--- config.mk ---
export PLATFORM = sky130hd
export DESIGN_NAME = mem_stage
export DESIGN_NICKNAME = d
export VERILOG_FILES = /design/src/rtl/mem_stage.sv
export SDC_FILE = /design/constraint.sdc
export NUM_CORES = 1
export LEC_CHECK = 0
export CORE_AREA = 2 2 163 165
export DETAILED_ROUTE_END_ITERATION = 10
export DIE_AREA = 0 0 165 167
export GPL_TIMING_DRIVEN = 0
export PLACE_DENSITY_LB_ADDON = 0.1
export SLEW_MARGIN = 20
export SYNTH_ARGS = -nofsm -noshare
export SYNTH_HDL_FRONTEND = slang
export SYNTH_SLANG_ARGS = --single-unit
--- constraint.sdc ---
create_clock -name clk -period 7.59 [get_ports clk]
set_input_delay 0.759 -clock clk [delete_from_list [all_inputs] [get_ports clk]]
set_output_delay 0.759 -clock clk [all_outputs]
set_load 0.1 [all_outputs]
--- src/rtl/mem_stage.sv ---
// Memory-access stage: waits for data-SRAM responses, extends load data, forwards results to DS
// and passes exception/CSR fields to WB.
module mem_stage #(
    parameter int ES_TO_MS_BUS_WD = 173,
    parameter int MS_TO_WS_BUS_WD = 168,
    parameter int MS_FORWARD_WD   = 40
) (
    input  logic                       clk,
    input  logic                       reset,
    input  logic                       es_to_ms_valid,
    input  logic [ES_TO_MS_BUS_WD-1:0] es_to_ms_bus,
    output logic                       ms_allowin,
    input  logic                       ws_allowin,
    output logic                       ms_to_ws_valid,
    output logic [MS_TO_WS_BUS_WD-1:0] ms_to_ws_bus,
    input  logic                       data_sram_data_ok,
    input  logic [31:0]                data_sram_rdata,
    input  logic                       flush,
    output logic [MS_FORWARD_WD-1:0]   ms_forward,
    output logic                       ms_ex
);

    logic                       ms_valid_q, ms_valid_d;
    logic [ES_TO_MS_BUS_WD-1:0] ms_bus_q;
    logic                       buf_valid_q, buf_valid_d;
    logic [31:0]                buf_data_q, buf_data_d;
    logic                       cancel_q, cancel_d;

    logic        ms_ertn;
    logic [4:0]  ms_dest;
    logic        ms_gr_we;
    logic        ms_res_from_csr;
    logic [31:0] ms_alu_result;
    logic        ms_excp;
    logic        ms_mem_req;
    logic        ms_res_from_mem;
    logic [2:0]  ms_load_op;

    assign ms_ertn         = ms_bus_q[32];
    assign ms_dest         = ms_bus_q[37:33];
    assign ms_gr_we        = ms_bus_q[38];
    assign ms_res_from_csr = ms_bus_q[39];
    assign ms_alu_result   = ms_bus_q[71:40];
    assign ms_excp         = ms_bus_q[72];
    assign ms_mem_req      = ms_bus_q[168];
    assign ms_res_from_mem = ms_bus_q[169];
    assign ms_load_op      = ms_bus_q[172:170];

    logic wait_data;
    logic data_ok_live;
    logic ms_ready_go;
    logic ms_to_ws_fire;

    assign wait_data    = ms_valid_q & ms_mem_req & ~ms_excp;
    // A response arriving while cancel is set belongs to a flushed instruction.
    assign data_ok_live = data_sram_data_ok & ~cancel_q;
    assign ms_ready_go  = ~wait_data | data_ok_live | buf_valid_q;
    assign ms_allowin   = ~ms_valid_q | (ms_ready_go & ws_allowin);
    assign ms_to_ws_valid = ms_valid_q & ms_ready_go & ~flush;
    assign ms_to_ws_fire  = ms_valid_q & ms_ready_go & ws_allowin;

    always_comb begin
        ms_valid_d  = ms_valid_q;
        buf_valid_d = buf_valid_q;
        buf_data_d  = buf_data_q;
        cancel_d    = cancel_q;

        if (flush) begin
            ms_valid_d = 1'b0;
        end else if (ms_allowin) begin
            ms_valid_d = es_to_ms_valid;
        end

        if (flush || ms_to_ws_fire) begin
            buf_valid_d = 1'b0;
        end else if (data_ok_live && wait_data && !buf_valid_q && !ws_allowin) begin
            buf_valid_d = 1'b1;
            buf_data_d  = data_sram_rdata;
        end

        // Set only while the flushed load's own response is still outstanding.
        if (flush && wait_data && !buf_valid_q && !data_ok_live) begin
            cancel_d = 1'b1;
        end else if (data_sram_data_ok) begin
            cancel_d = 1'b0;
        end
    end

    always_ff @(posedge clk) begin
        if (reset) begin
            ms_valid_q  <= 1'b0;
            buf_valid_q <= 1'b0;
            buf_data_q  <= 32'd0;
            cancel_q    <= 1'b0;
        end else begin
            ms_valid_q  <= ms_valid_d;
            buf_valid_q <= buf_valid_d;
            buf_data_q  <= buf_data_d;
            cancel_q    <= cancel_d;
        end
    end

    always_ff @(posedge clk) begin
        if (es_to_ms_valid && ms_allowin) begin
            ms_bus_q <= es_to_ms_bus;
        end
    end

    logic [31:0] load_src;
    logic [7:0]  byte_lane [4];
    logic [7:0]  sel_byte;
    logic [15:0] sel_half;
    logic [31:0] load_result;
    logic [31:0] ms_result;

    assign load_src = buf_valid_q ? buf_data_q : data_sram_rdata;

    genvar gi;
    generate
        for (gi = 0; gi < 4; gi++) begin : g_lane
            assign byte_lane[gi] = load_src[gi*8 +: 8];
        end
    endgenerate

    assign sel_byte = byte_lane[ms_alu_result[1:0]];
    assign sel_half = ms_alu_result[1] ? load_src[31:16] : load_src[15:0];

    always_comb begin
        load_result = load_src;
        case (ms_load_op)
            3'b001:  load_result = {{24{sel_byte[7]}}, sel_byte};
            3'b010:  load_result = {24'd0, sel_byte};
            3'b011:  load_result = {{16{sel_half[15]}}, sel_half};
            3'b100:  load_result = {16'd0, sel_half};
            default: load_result = load_src;
        endcase
    end

    // Excepting loads keep the address so WB can report it as the bad virtual address.
    assign ms_result = (ms_res_from_mem && !ms_excp) ? load_result : ms_alu_result;

    assign ms_to_ws_bus = {ms_bus_q[167:72], ms_result, ms_bus_q[39:0]};

    logic blocking;
    assign blocking   = ms_valid_q & (ms_res_from_csr | (ms_res_from_mem & ~ms_ready_go));
    assign ms_forward = {blocking, ms_result, ms_dest, ms_gr_we, ms_valid_q};
    assign ms_ex      = ms_valid_q & (ms_excp | ms_ertn);

endmodule

=== Yosys cells after proc, flatten, opt, wreduce, memory -nomap -nowiden ===
Index checks and enable logic that the tools add are counted.

* Register bits after elaboration: 208
* Bits in latches: 0
* RAM bits: 0
* ROM bits: 0
* Input port bits: 211
* Word-level logic and storage cells: 59
* Memories kept: 0

* Add/sub/neg operators: 0
* $mul: 0
* Div/mod/pow operators: 0
* Order comparisons: 1
* Equality and inequality tests: 4
* Shift operators: 0
* Mux-type cells: 9
* Bitwise operators: 23
* Reduce and logical (&&, ||, !) cells: 17

{| class="wikitable"
|+ Operators by type and width
! kind !! number
|-
| 32-bit case mux with 4 select lines || 1
|-
| 32-bit two-way mux || 2
|-
| 8-bit binary-select mux with 2-bit select || 1
|-
| 16-bit two-way mux || 1
|-
| 8-bit two-way mux || 2
|-
| 1-bit bitwise AND || 10
|-
| 1-bit logical AND || 8
|-
| 1-bit NOT || 7
|-
| 3-bit by 2-bit == test with 1-bit output (second input constant) || 2
|-
| 1-bit bitwise OR || 5
|-
| 1-bit logical NOT || 4
|-
| 2-bit OR reduction || 2
|-
| 3-bit by 1-bit == test with 1-bit output (second input constant) || 1
|-
| 3-bit == test (second input constant) || 1
|-
| 3-bit greater-or-equal comparator (second input constant) || 1
|-
| 2-bit NOT with 3-bit output || 1
|-
| 1-bit two-way mux || 2
|-
| 2-bit AND reduction || 1
|-
| 2-bit nonzero test || 1
|-
| 1-bit logical OR || 1
|}

=== Longest topological paths before layout ===
* Word-level depth: 10
* Mapped depth: 8
* Gate-level depth less buffers: 4

=== Worst setup path after synthesis ===
Ideal clock, no wire load.

* Path type: input port to flip-flop
* Start point: input data_sram_data_ok
* End point: register ms_bus_q[0], enable pin
* Setup time: 0.551 ns
* Arrival time: 7.176 ns
* Path slack: -0.136 ns
* Cell stages on the path: 3
* Buffers on the path: 0
* Path through: a21oi_1 -> o21ai_0 -> and2_1

* Longest elaborated chain between the ends: 6

{| class="wikitable"
|+ Ends and longest elaborated chain
! element !! line !! RTL
|-
| start: declaration || 16 || <nowiki>input logic data_sram_data_ok,</nowiki>
|-
| 1-bit bitwise AND || 56 || <nowiki>assign data_ok_live = data_sram_data_ok & ~cancel_q;</nowiki>
|-
| 1-bit bitwise OR (2 in series) || 57 || <nowiki>assign ms_ready_go = ~wait_data | data_ok_live | buf_valid_q;</nowiki>
|-
| 1-bit bitwise AND || 58 || <nowiki>assign ms_allowin = ~ms_valid_q | (ms_ready_go & ws_allowin);</nowiki>
|-
| 1-bit bitwise OR || 58 ||
|-
| via ms_allowin || 12 || <nowiki>output logic ms_allowin,</nowiki>
|-
| 1-bit logical AND || 104 || <nowiki>if (es_to_ms_valid && ms_allowin) begin</nowiki>
|-
| end signal: assignment || 105 || <nowiki>ms_bus_q <= es_to_ms_bus;</nowiki>
|-
| end: declaration || 24 || <nowiki>logic [ES_TO_MS_BUS_WD-1:0] ms_bus_q;</nowiki>
|}

The timed path passes the listed nets, and every way through them passes these cells.
A chain may end at the register's enable or synchronous reset.

=== Worst setup path in the final report ===
* Start point: register ms_bus_q[72]
* End point: output ms_to_ws_bus[53]

* Longest elaborated chain between the ends: 3

{| class="wikitable"
|+ Ends and longest elaborated chain
! element !! line !! RTL
|-
| 1-bit logical NOT || 140 || <nowiki>assign ms_result = (ms_res_from_mem && !ms_excp) ? load_result : ms_alu_result;</nowiki>
|-
| 1-bit logical AND || 140 ||
|-
| 32-bit two-way mux || 140 ||
|-
| end: declaration || 15 || <nowiki>output logic [MS_TO_WS_BUS_WD-1:0] ms_to_ws_bus,</nowiki>
|}

Every way passes these cells.

==> impl_metrics.tcl <==
set metrics [dict create \
    status "finished clean" \
    synth-compound-area-share_pct 4.946 \
    grt_max_degree 54 \
    overflow 0 \
    slew_headroom_pct 27.16 \
    route.detailed.drc 0 \
    avgViaCountPerCell 4.549 \
    leakage_nw 5.567 \
    critical_path_class "flip-flop to output port" \
    place.gp.congestion 0.7990 \
    tightest_slew_ps 1089 \
    drv_cap 0 \
    ant_nets 0 \
    fin_worst_skew_ps 19.23 \
    cp_max_fo 10 \
    path_delay_family "buffers and inverters" \
    period_share_pct 61.87 \
    worst_setup_path_start_kind "flip-flop" \
    ctsHoldBuffers 0 \
    first_iter_violations 413 \
    total_power_w 0.003655 \
    cts_buffers 25 \
    setup_violations 0 \
    synthAdderAreaFrac_pct 0.1058 \
    io_pins 422 \
    cts_tree "done" \
    fin_nets 1335 \
    die_height_microns 167 \
    layout_commonest_cell "clkdlybuf4s50_1" \
    drive_above_1_share_pct 22.83 \
    hold_viol 0 \
    yosysWarnings 0 \
    syn_to_final_growth_pct 58.87 \
    syn_area_per_cell_sq_um 14.04 \
    antenna_found_initial 3 \
    min_period_ps 4696 \
    fp.coreArea_sq_mm 0.02576 \
    clock_sinks 208 \
    grt_pass1_wl_microns 42350 \
    wl_per_cell_microns 19.58 \
    p_per_area_mw_per_mm2 243.2 \
    yosys.area_share.simple_pct 5.145 \
    layout_common_cells "420 x clkdlybuf4s50_1, 178 x buf_4, 173 x edfxtp_1, 64 x nor2_1, 56 x mux2i_1" \
    slowest_stage "clkdlybuf4s50_1" \
    dieArea_sq_mm 0.02756 \
    drv_slew 0 \
    synth_top_family_by_area "buffers and inverters" \
    diodes 0 \
    fin_tns_setup_ps 0 \
    die_w_microns 165 \
    syn_inst 674 \
    crit_path_end_kind "output port" \
    htree_levels 1 \
    num_vias 6723 \
    ys_ff_latch 208 \
    yosys-mux-area-fraction_pct 11.68 \
    crit_buf_inv 4 \
    clockBufferDepth 3 \
    num_rows 59 \
    clkLatencyLatePin_ps 550 \
    seq_area_frac_synth_pct 62.32 \
    grtUsageTotal_pct 20.80 \
    synth_area_sq_mm 0.009460 \
    grt_setup_unrepaired "false" \
    dr.pass1.iters 7 \
    dp.final_hpwl_microns 22180 \
    post_cts_buffers 0 \
    clock.fmax_mhz 213.0 \
    syn_nets 885 \
    cp_common_cell "clkbuf_1" \
    arrival_ps 3940 \
    synth_xor_xnor_area_share_pct 0.09258 \
    grt_pass1_vias 6896 \
    cpPeakStageDelay_ps 1120 \
    cp.required_ps 6830 \
    root_buffer "clkbuf_16" \
    start_util_pct 36.72 \
    clk_pin_slew_worst_paths_ps 60 \
    portBuffers 420 \
    ir_worst_vdd_mv 0.2218 \
    hp-class "flip-flop to flip-flop" \
    path_cells "nor2b_1 -> clkbuf_1 -> clkbuf_1 -> o22ai_1 -> a21oi_1 -> buf_4 -> clkdlybuf4s50_1" \
    ys_types 48 \
    cts_resized 0 \
    routed_wl_microns 28940 \
]
[state kept, by name, indices dropped and copies added, names as in the netlist]
signal / count
buf_data_q: 32
ms_bus_q: 173
ms_valid_q: 1
buf_valid_q: 1
cancel_q: 1
[cell families after synthesis]
logic type | after synthesis
xor+xnor | 1
compound gates | 64
simple gates | 107
fa+ha+maj | 1
flops | 208
buf+inv | 206
mux | 87
[where the power goes]
part / internal [W] / switching (W) / leakage [nW]
sequential: 0.00130 / 0.0000176 / 1.97
combinational: 0.000330 / 0.000736 / 3.18
clock: 0.000779 / 0.000491 / 0.426
total: 0.00241 / 0.00124 / 5.57
[worst paths after layout]
check	endpoint	cells past startpoint	startpoint	slack (ps)
max	ms_to_ws_bus[53]	7	ms_bus_q[72]	2890
min	buf_data_q[16]	2	buf_data_q[16]	500
max reg2reg	ms_bus_q[129]	7	buf_valid_q	4940
min reg2reg	buf_data_q[16]	2	buf_data_q[16]	500
[layout make-up]
type | instances | area, sq um
fillers | 2119 | 10730
flip-flops and latches | 208 | 5896
repair buffers | 423 | 4279
multi-input cells | 260 | 2081
plain buffers | 203 | 1475
clock buffers | 29 | 640.6
well taps | 335 | 419.2
clock inverters | 17 | 227.7
inverters | 3 | 11.26
[cell usage after synthesis, drive strengths merged]
cell type	instances	share of area, %
o22a	16	1.5
a21o	1	0.079
mux2	15	1.8
nand4b	3	0.28
nand4bb	1	0.12
nor2b	3	0.20
o21ai	11	0.62
a222oi	1	0.11
buf	192	15
nor2	64	2.5
a32o	1	0.11
mux4	16	3.9
nor4bb	1	0.11
or3b	1	0.093
nand2	22	0.87
a211oi	1	0.21
a31oi	5	0.33
maj3	1	0.11
xnor2	1	0.093
nand3b	2	0.16
inv	3	0.12
nand3	1	0.053
dfxtp	35	7.4
a2bb2oi	1	0.093
a22oi	1	0.079
nand2b	3	0.20
o22ai	6	0.40
edfxtp	173	55
a21oi	10	0.53
a41oi	4	0.37
a221o	1	0.11
and2	2	0.13
a32oi	3	0.28
nor4	1	0.22
mux2i	56	5.9
clkbuf	11	0.44
or3	1	0.066
nor3	2	0.11
o21a	1	0.079
a21boi	1	0.079
[metal layers]
| metal | vias to the layer above | share of wire, % | global-route usage (%) |
|---|---|---|---|
| li1 | 3181 | - | - |
| met3 | 46 | 9.3 | 7.472 |
| met1 | 3226 | 35 | 23.16 |
| met5 | - | 0.076 | 0 |
| met4 | 4 | 2.3 | 4.688 |
| met2 | 266 | 53 | 37.63 |
[metrics by stage]
step           hold WS, ps  utilization, %  instance area [sq um]  setup slack, ps  instances
6_report             504.0           58.34                  15030             2894       1478
5_1_grt              546.8           58.34                  15030             2669       1478
3_3_place_gp         472.7           54.67                  14080             2257       1429
4_1_cts              503.3           58.34                  15030             2741       1478
2_1_floorplan        460.1               -                   9462             1703        674
3_5_place_dp         487.4           54.97                  14160             2949       1432
[worst reg2reg max path: cells and delay by family, from the launching register on]
family | cells | cell delay (ps)
compound gates | 2 | 440
simple gates | 2 | 760
flops | 1 | 300
buf+inv | 3 | 820
Power figures use the tool's default switching activity.
